<file path="src/rtl/hilo_muldiv_ctrl.sv">
// HI/LO multiply/divide/move controller: sequences MULT/MULTU/DIV/DIVU/MTHI/MTLO
// into a single 64-bit {HI,LO} write.
// Latency from the acceptance cycle T: MT ops write at T+1, MULT/MULTU at T+2,
// DIV/DIVU at T+33, and a divide-by-zero reaches DONE at T+1.
// Backpressure: stall is raised combinationally while an operation is accepted
// and while it is in flight, and drops in DONE so the issuing instruction leaves
// EX in the same cycle hilo_we fires.
//
// Ports:
//   clk, rst      - clock; asynchronous active-low reset
//   start, op     - EX-stage HI/LO instruction valid and opcode (0..5 valid, 6/7 ignored)
//   src_a, src_b  - rs / rt operands
//   hilo_cur      - current {HI,LO}, merged for MTHI/MTLO
//   flush         - cancels any operation in flight
//   stall         - pipeline stall request (combinational)
//   hilo_we       - one-cycle write enable for both halves of HI/LO
//   hilo_wdata    - registered {HI,LO} value to write
//   div_zero      - one-cycle pulse when DIV/DIVU completes with a zero divisor
module hilo_muldiv_ctrl (
  input  logic        clk,
  input  logic        rst,
  input  logic        start,
  input  logic [2:0]  op,
  input  logic [31:0] src_a,
  input  logic [31:0] src_b,
  input  logic [63:0] hilo_cur,
  input  logic        flush,
  output logic        stall,
  output logic        hilo_we,
  output logic [63:0] hilo_wdata,
  output logic        div_zero
);

  localparam logic [2:0] OP_MULT  = 3'd0;
  localparam logic [2:0] OP_MULTU = 3'd1;
  localparam logic [2:0] OP_DIV   = 3'd2;
  localparam logic [2:0] OP_DIVU  = 3'd3;
  localparam logic [2:0] OP_MTHI  = 3'd4;
  localparam logic [2:0] OP_MTLO  = 3'd5;

  typedef enum logic [1:0] {
    S_IDLE = 2'd0,
    S_MUL  = 2'd1,
    S_DIV  = 2'd2,
    S_DONE = 2'd3
  } state_t;

  state_t      r_state;
  state_t      w_next;

  logic        r_mul_sgn;
  logic [31:0] r_a;
  logic [31:0] r_b;
  logic        r_dz;
  logic [4:0]  r_cnt;
  logic [31:0] r_rem;
  logic [31:0] r_quo;
  logic [31:0] r_dvs;
  logic        r_neg_q;
  logic        r_neg_r;
  logic [63:0] r_wdata;

  // ---------------------------------------------------------------------------
  // Issue decode
  // ---------------------------------------------------------------------------
  logic        w_accept;
  logic        w_op_mul;
  logic        w_op_div;
  logic        w_sgn_div;
  logic        w_dz_in;
  logic [31:0] w_mag_a;
  logic [31:0] w_mag_b;

  assign w_op_mul  = (op == OP_MULT) || (op == OP_MULTU);
  assign w_op_div  = (op == OP_DIV)  || (op == OP_DIVU);
  assign w_sgn_div = (op == OP_DIV);
  assign w_dz_in   = w_op_div && (src_b == 32'd0);
  assign w_accept  = (r_state == S_IDLE) && start && !flush && (op <= OP_MTLO);

  // The divider works on magnitudes; signs are re-applied on the last step.
  assign w_mag_a = (w_sgn_div && src_a[31]) ? (~src_a + 32'd1) : src_a;
  assign w_mag_b = (w_sgn_div && src_b[31]) ? (~src_b + 32'd1) : src_b;

  // ---------------------------------------------------------------------------
  // Multiplier: sign- or zero-extend to 64 bits, keep the low 64 product bits
  // (which equal the exact 32x32 result in both cases).
  // ---------------------------------------------------------------------------
  logic [63:0] w_ext_a;
  logic [63:0] w_ext_b;
  logic [63:0] w_prod;

  assign w_ext_a = r_mul_sgn ? {{32{r_a[31]}}, r_a} : {32'd0, r_a};
  assign w_ext_b = r_mul_sgn ? {{32{r_b[31]}}, r_b} : {32'd0, r_b};
  assign w_prod  = w_ext_a * w_ext_b;

  // ---------------------------------------------------------------------------
  // Restoring divider step: shift the next dividend bit into the partial
  // remainder, subtract the divisor if it fits. The partial remainder is always
  // below the divisor, so 32 bits hold it after the step; the 33rd bit only
  // matters for the compare.
  // ---------------------------------------------------------------------------
  logic [32:0] w_shift;
  logic        w_ge;
  logic [31:0] w_sub;
  logic [31:0] w_rem_nx;
  logic [31:0] w_quo_nx;
  logic [31:0] w_rem_fix;
  logic [31:0] w_quo_fix;

  assign w_shift   = {r_rem, r_quo[31]};
  assign w_ge      = (w_shift >= {1'b0, r_dvs});
  assign w_sub     = w_shift[31:0] - r_dvs;
  assign w_rem_nx  = w_ge ? w_sub : w_shift[31:0];
  assign w_quo_nx  = {r_quo[30:0], w_ge};
  assign w_rem_fix = r_neg_r ? (~w_rem_nx + 32'd1) : w_rem_nx;
  assign w_quo_fix = r_neg_q ? (~w_quo_nx + 32'd1) : w_quo_nx;

  // ---------------------------------------------------------------------------
  // FSM
  // ---------------------------------------------------------------------------
  always_ff @(posedge clk or negedge rst) begin
    if (!rst) begin
      r_state <= S_IDLE;
    end else begin
      r_state <= w_next;
    end
  end

  always_comb begin
    w_next   = r_state;
    stall    = 1'b0;
    hilo_we  = 1'b0;
    div_zero = 1'b0;
    case (r_state)
      S_IDLE: begin
        if (w_accept) begin
          stall = 1'b1;
          if (w_op_mul)                  w_next = S_MUL;
          else if (w_op_div && !w_dz_in) w_next = S_DIV;
          else                           w_next = S_DONE;
        end
      end
      S_MUL: begin
        stall  = 1'b1;
        w_next = flush ? S_IDLE : S_DONE;
      end
      S_DIV: begin
        stall = 1'b1;
        if (flush)                w_next = S_IDLE;
        else if (r_cnt == 5'd31)  w_next = S_DONE;
      end
      S_DONE: begin
        w_next   = S_IDLE;
        hilo_we  = !flush && !r_dz;
        div_zero = !flush && r_dz;
      end
      default: w_next = S_IDLE;
    endcase
  end

  // ---------------------------------------------------------------------------
  // Datapath
  // ---------------------------------------------------------------------------
  always_ff @(posedge clk or negedge rst) begin
    if (!rst) begin
      r_mul_sgn <= 1'b0;
      r_a       <= 32'd0;
      r_b       <= 32'd0;
      r_dz      <= 1'b0;
      r_cnt     <= 5'd0;
      r_rem     <= 32'd0;
      r_quo     <= 32'd0;
      r_dvs     <= 32'd0;
      r_neg_q   <= 1'b0;
      r_neg_r   <= 1'b0;
      r_wdata   <= 64'd0;
    end else begin
      if (w_accept) begin
        r_mul_sgn <= (op == OP_MULT);
        r_a       <= src_a;
        r_b       <= src_b;
        r_dz      <= w_dz_in;
        r_cnt     <= 5'd0;
        r_rem     <= 32'd0;
        r_quo     <= w_mag_a;
        r_dvs     <= w_mag_b;
        r_neg_q   <= w_sgn_div && (src_a[31] ^ src_b[31]);
        r_neg_r   <= w_sgn_div && src_a[31];
        // MT merges are resolved at issue against the HI/LO value of that cycle.
        if (op == OP_MTHI)      r_wdata <= {src_a, hilo_cur[31:0]};
        else if (op == OP_MTLO) r_wdata <= {hilo_cur[63:32], src_a};
      end

      case (r_state)
        S_MUL: r_wdata <= w_prod;
        S_DIV: begin
          if (flush) begin
            r_cnt <= 5'd0;
          end else begin
            r_rem <= w_rem_nx;
            r_quo <= w_quo_nx;
            r_cnt <= r_cnt + 5'd1;
            if (r_cnt == 5'd31) r_wdata <= {w_rem_fix, w_quo_fix};
          end
        end
        default: ;
      endcase
    end
  end

  assign hilo_wdata = r_wdata;

endmodule

</file>
<file path="config.mk">
export PLATFORM = sky130hd
export DESIGN_NAME = hilo_muldiv_ctrl
export DESIGN_NICKNAME = d
export VERILOG_FILES = /design/src/rtl/hilo_muldiv_ctrl.sv
export SDC_FILE = /design/constraint.sdc
export NUM_CORES = 2
export LEC_CHECK = 0
export CORE_ASPECT_RATIO = 1.5
export CORE_MARGIN = 4
export CORE_UTILIZATION = 47
export CTS_CLUSTER_DIAMETER = 200
export CTS_CLUSTER_SIZE = 8
export DETAILED_ROUTE_END_ITERATION = 12
export PLACE_DENSITY_LB_ADDON = 0.05
export SLEW_MARGIN = 0
export SYNTH_ARGS = -nofsm -noshare
export SYNTH_HDL_FRONTEND = slang
export SYNTH_SLANG_ARGS = --single-unit
</file>
<file path="constraint.sdc">
create_clock -name clk -period 13.4 [get_ports clk]
set_clock_uncertainty 0.1 [all_clocks]
set_input_delay 2.68 -clock clk [delete_from_list [all_inputs] [get_ports clk]]
set_output_delay 2.68 -clock clk [all_outputs]
set_load 0.005 [all_outputs]
</file>
==> results.md <==
- Status: finished clean
- Ports: 202
- Top cell type by total area after synthesis: fa_1
- Die area: 141000 sq um
- WP data arrival: 11280 ps
- Die height: around 460 um
- Seq/Total Area, Yosys: 9.26%
- Asr flop ratio synth: 100%
- Required time of the worst setup path: about 14000 ps
- Slew HR: approximately a fifth
- Grt peak-use layer: met2
- First-pass GRT wire length: roughly 330000 um
- Crit. End Element: flip-flop
- Clk root buf: clkbuf_16
- Initial drt markers: 3345
- Std cell rows: 164
- Ys Warns: 0
- Remaining antenna violation count after routing: 0
- Min cycle time layout: 10950 ps
- CTS hold repair buffers: 0
- Vias in the first global route: roughly 53k
- Initial antenna violation count: 14
- Most frequent cell after synthesis: inv_1
- Hold Vio Cnt, Final: 0
- Starting Density: 47.4%
- Final Wtd Congestion: 0.973
- DP HPWL: around 180000 um
- Number of synthesized flops with an enable pin: 0
- GR Util met1: between 30% and 40%
- Via count: roughly 49k
- Total grt overflow: 0
- Syn Nets: 8910
- Setup tns final: 0 ps
- Clock slew at reported path FFs: about 70 ps
- CTS tree: built
- CP max stage cell: and2_1
- Synthesized area per cell: around 9 sq um
- 1st-pass router iterations: 7
- Leading post-synthesis cells by instance count: 1577 x inv_1, 1420 x fa_1, 931 x nand2_1
- Port Buf Inserts: approximately 200
- Routed wire length: 221000 um
- Largest net degree at the start of global routing: 137
- Average vias per placed instance: approximately 5.6
- Post-Syn Instances: 7004
- H-tree Lvls: 2
- Max-Cap Viols: 0
- Achievable clock frequency: 0.0914 GHz
- Slew @ Worst Pin: 1180 ps
- Crit Path Class: reg2reg
- Met2 usage: between 50 and 60%
- WL per Instance: 25.3 um
- Yosys top cell area share: between 40% and 50%
- Drt drc: 0
- Core area: 133000 sq um
- Number of CTS-inserted buffers: 35
- Cell variety after synth: 77
- Width of the die: between 300 and 400 um
- Tot GR Track Use: 32.1%
- Post-CTS Setup Inserts: 0
- Max Buffers Root-to-Sink: 3
- Worst hold path class: reg2reg
- Clk sinks: 234
- Main flop type after synthesis: dfrtp_1
- Share of layout cells above drive strength 1: 2.87%
- Most frequent cell on the critical path: fa_1
- CTS resizes: 0
- M3 GR Usage: 3.81%
- Final period utilization: ~80%
- Final setup fails: 0
- Max-slew violation count: 0
- Mapped Area: 63300 sq um
- Ranking of synthesized cells by area: fa_1 45%, inv_1 9.4%, dfrtp_1 9.3%, ha_1 6.9%, and2_1 5.8%
- Clk Latency, worst-skew pair: around 570 ps
- Nets@finish: ~8.9k
- Unrepaired setup endpoints after global routing: no
- Crit Path Max Fanout: 24
- Synth Register Bits: 234
- Startpoint Class: flip-flop
- Area grow syn2layout: 7.36%
- Max incr delay on CP: 880 ps
## metrics by stage
stage	std cells	hold slack, ps	setup WS [ps]	cell area, sq um	utilization, %
2_1_floorplan	7004	344	3900	63300	-
3_3_place_gp	8677	359	2630	66900	50.2
3_5_place_dp	8677	365	2510	66900	50.2
4_1_cts	8720	377	2430	67900	50.9
5_1_grt	8721	388	1830	67900	50.9
6_report	8732	374	2450	67900	50.9
## path summary, 6_finish.rpt
| kind | start | depth (start not counted) | endpoint | slack (ps) |
|---|---|---|---|---|
| max reg2reg | r_mul_sgn$_DFFE_PN0P_ | 28 | hilo_wdata[60]$_DFF_PN0_ | 2450 |
| min | r_dvs[26]$_DFFE_PN0P_ | 2 | r_dvs[26]$_DFFE_PN0P_ | 370 |
| min in group asynchronous | rst | 1 | r_rem[18]$_DFF_PN0_ | 2050 |
| min reg2reg | r_dvs[26]$_DFFE_PN0P_ | 2 | r_dvs[26]$_DFFE_PN0P_ | 370 |
| max in group asynchronous | rst | 2 | r_a[28]$_DFFE_PN0P_ | 9740 |
| max | r_mul_sgn$_DFFE_PN0P_ | 28 | hilo_wdata[60]$_DFF_PN0_ | 2450 |
## worst max-delay path, delay by kind of cell (launching register included)
family                   cells  cell delay (ps)
adder cells (fa/ha/maj)     11             6060
AO/OA/AOI/OAI                7             2130
AND/OR/NAND/NOR              4             1420
buffers and inverters        5              600
flip-flops                   1              340
XOR/XNOR                     1              160
## layer usage
metal | up-vias | share of wire (%) | wire length [um]
li1 | 21100 | - | -
met1 | 25600 | 36 | 78600
met2 | 1582 | 53 | 118000
met3 | 536 | 4.8 | 10500
met4 | 6 | 6.5 | 14400
met5 | - | 0.030 | 67
## registers in the layout (all words and copies together), names as in the netlist, 2 cells and up
register    flops
r_dvs          31
r_b            32
r_cnt           5
r_rem          32
r_quo          32
r_state         2
hilo_wdata     64
r_a            32
## layout make-up
class | count | area [sq um]
fill | 12900 | 65500
multi-input combinational | 4819 | 50100
inverter | 1578 | 5920
sequential | 234 | 5860
timing repair buffer | 303 | 2810
tap | 1743 | 2180
clock buffer | 41 | 941
antenna | 12 | 30.0
clock inverter | 2 | 28.8
## placed cells by master (no fill, tap or decap), drive strengths merged, types with 26 or more instances in the layout
cell           count
nand3             66
clkdlybuf4s50    200
and3              26
a21oi            178
o21ai            242
clkbuf            41
fa              1420
o22ai             57
xnor2            149
buf              103
inv             1579
a21o              63
dfrtp            234
o221ai            47
nor2             161
xor2             102
nand2            931
ha               351
and2             587
## cell families (layout without fill, tap and decap cells)
family | Yosys count | in the layout | share of synthesized area (%)
buffers and inverters | 1951 | 1924 | 11.6
adders and majority gates | 1773 | 1773 | 51.9
xor gates and xnor gates | 251 | 251 | 3.47
DFF | 234 | 234 | 9.26
other | 0 | 12 | 0
AOI/OAI and AO/OA | 823 | 823 | 8.46
muxes | 27 | 27 | 0.433
and+or+nand+nor | 1945 | 1945 | 14.9
Power is left out: the tool's default activity adds up to more than one toggle a clock period on the data nets, which glitch-free logic cannot reach.
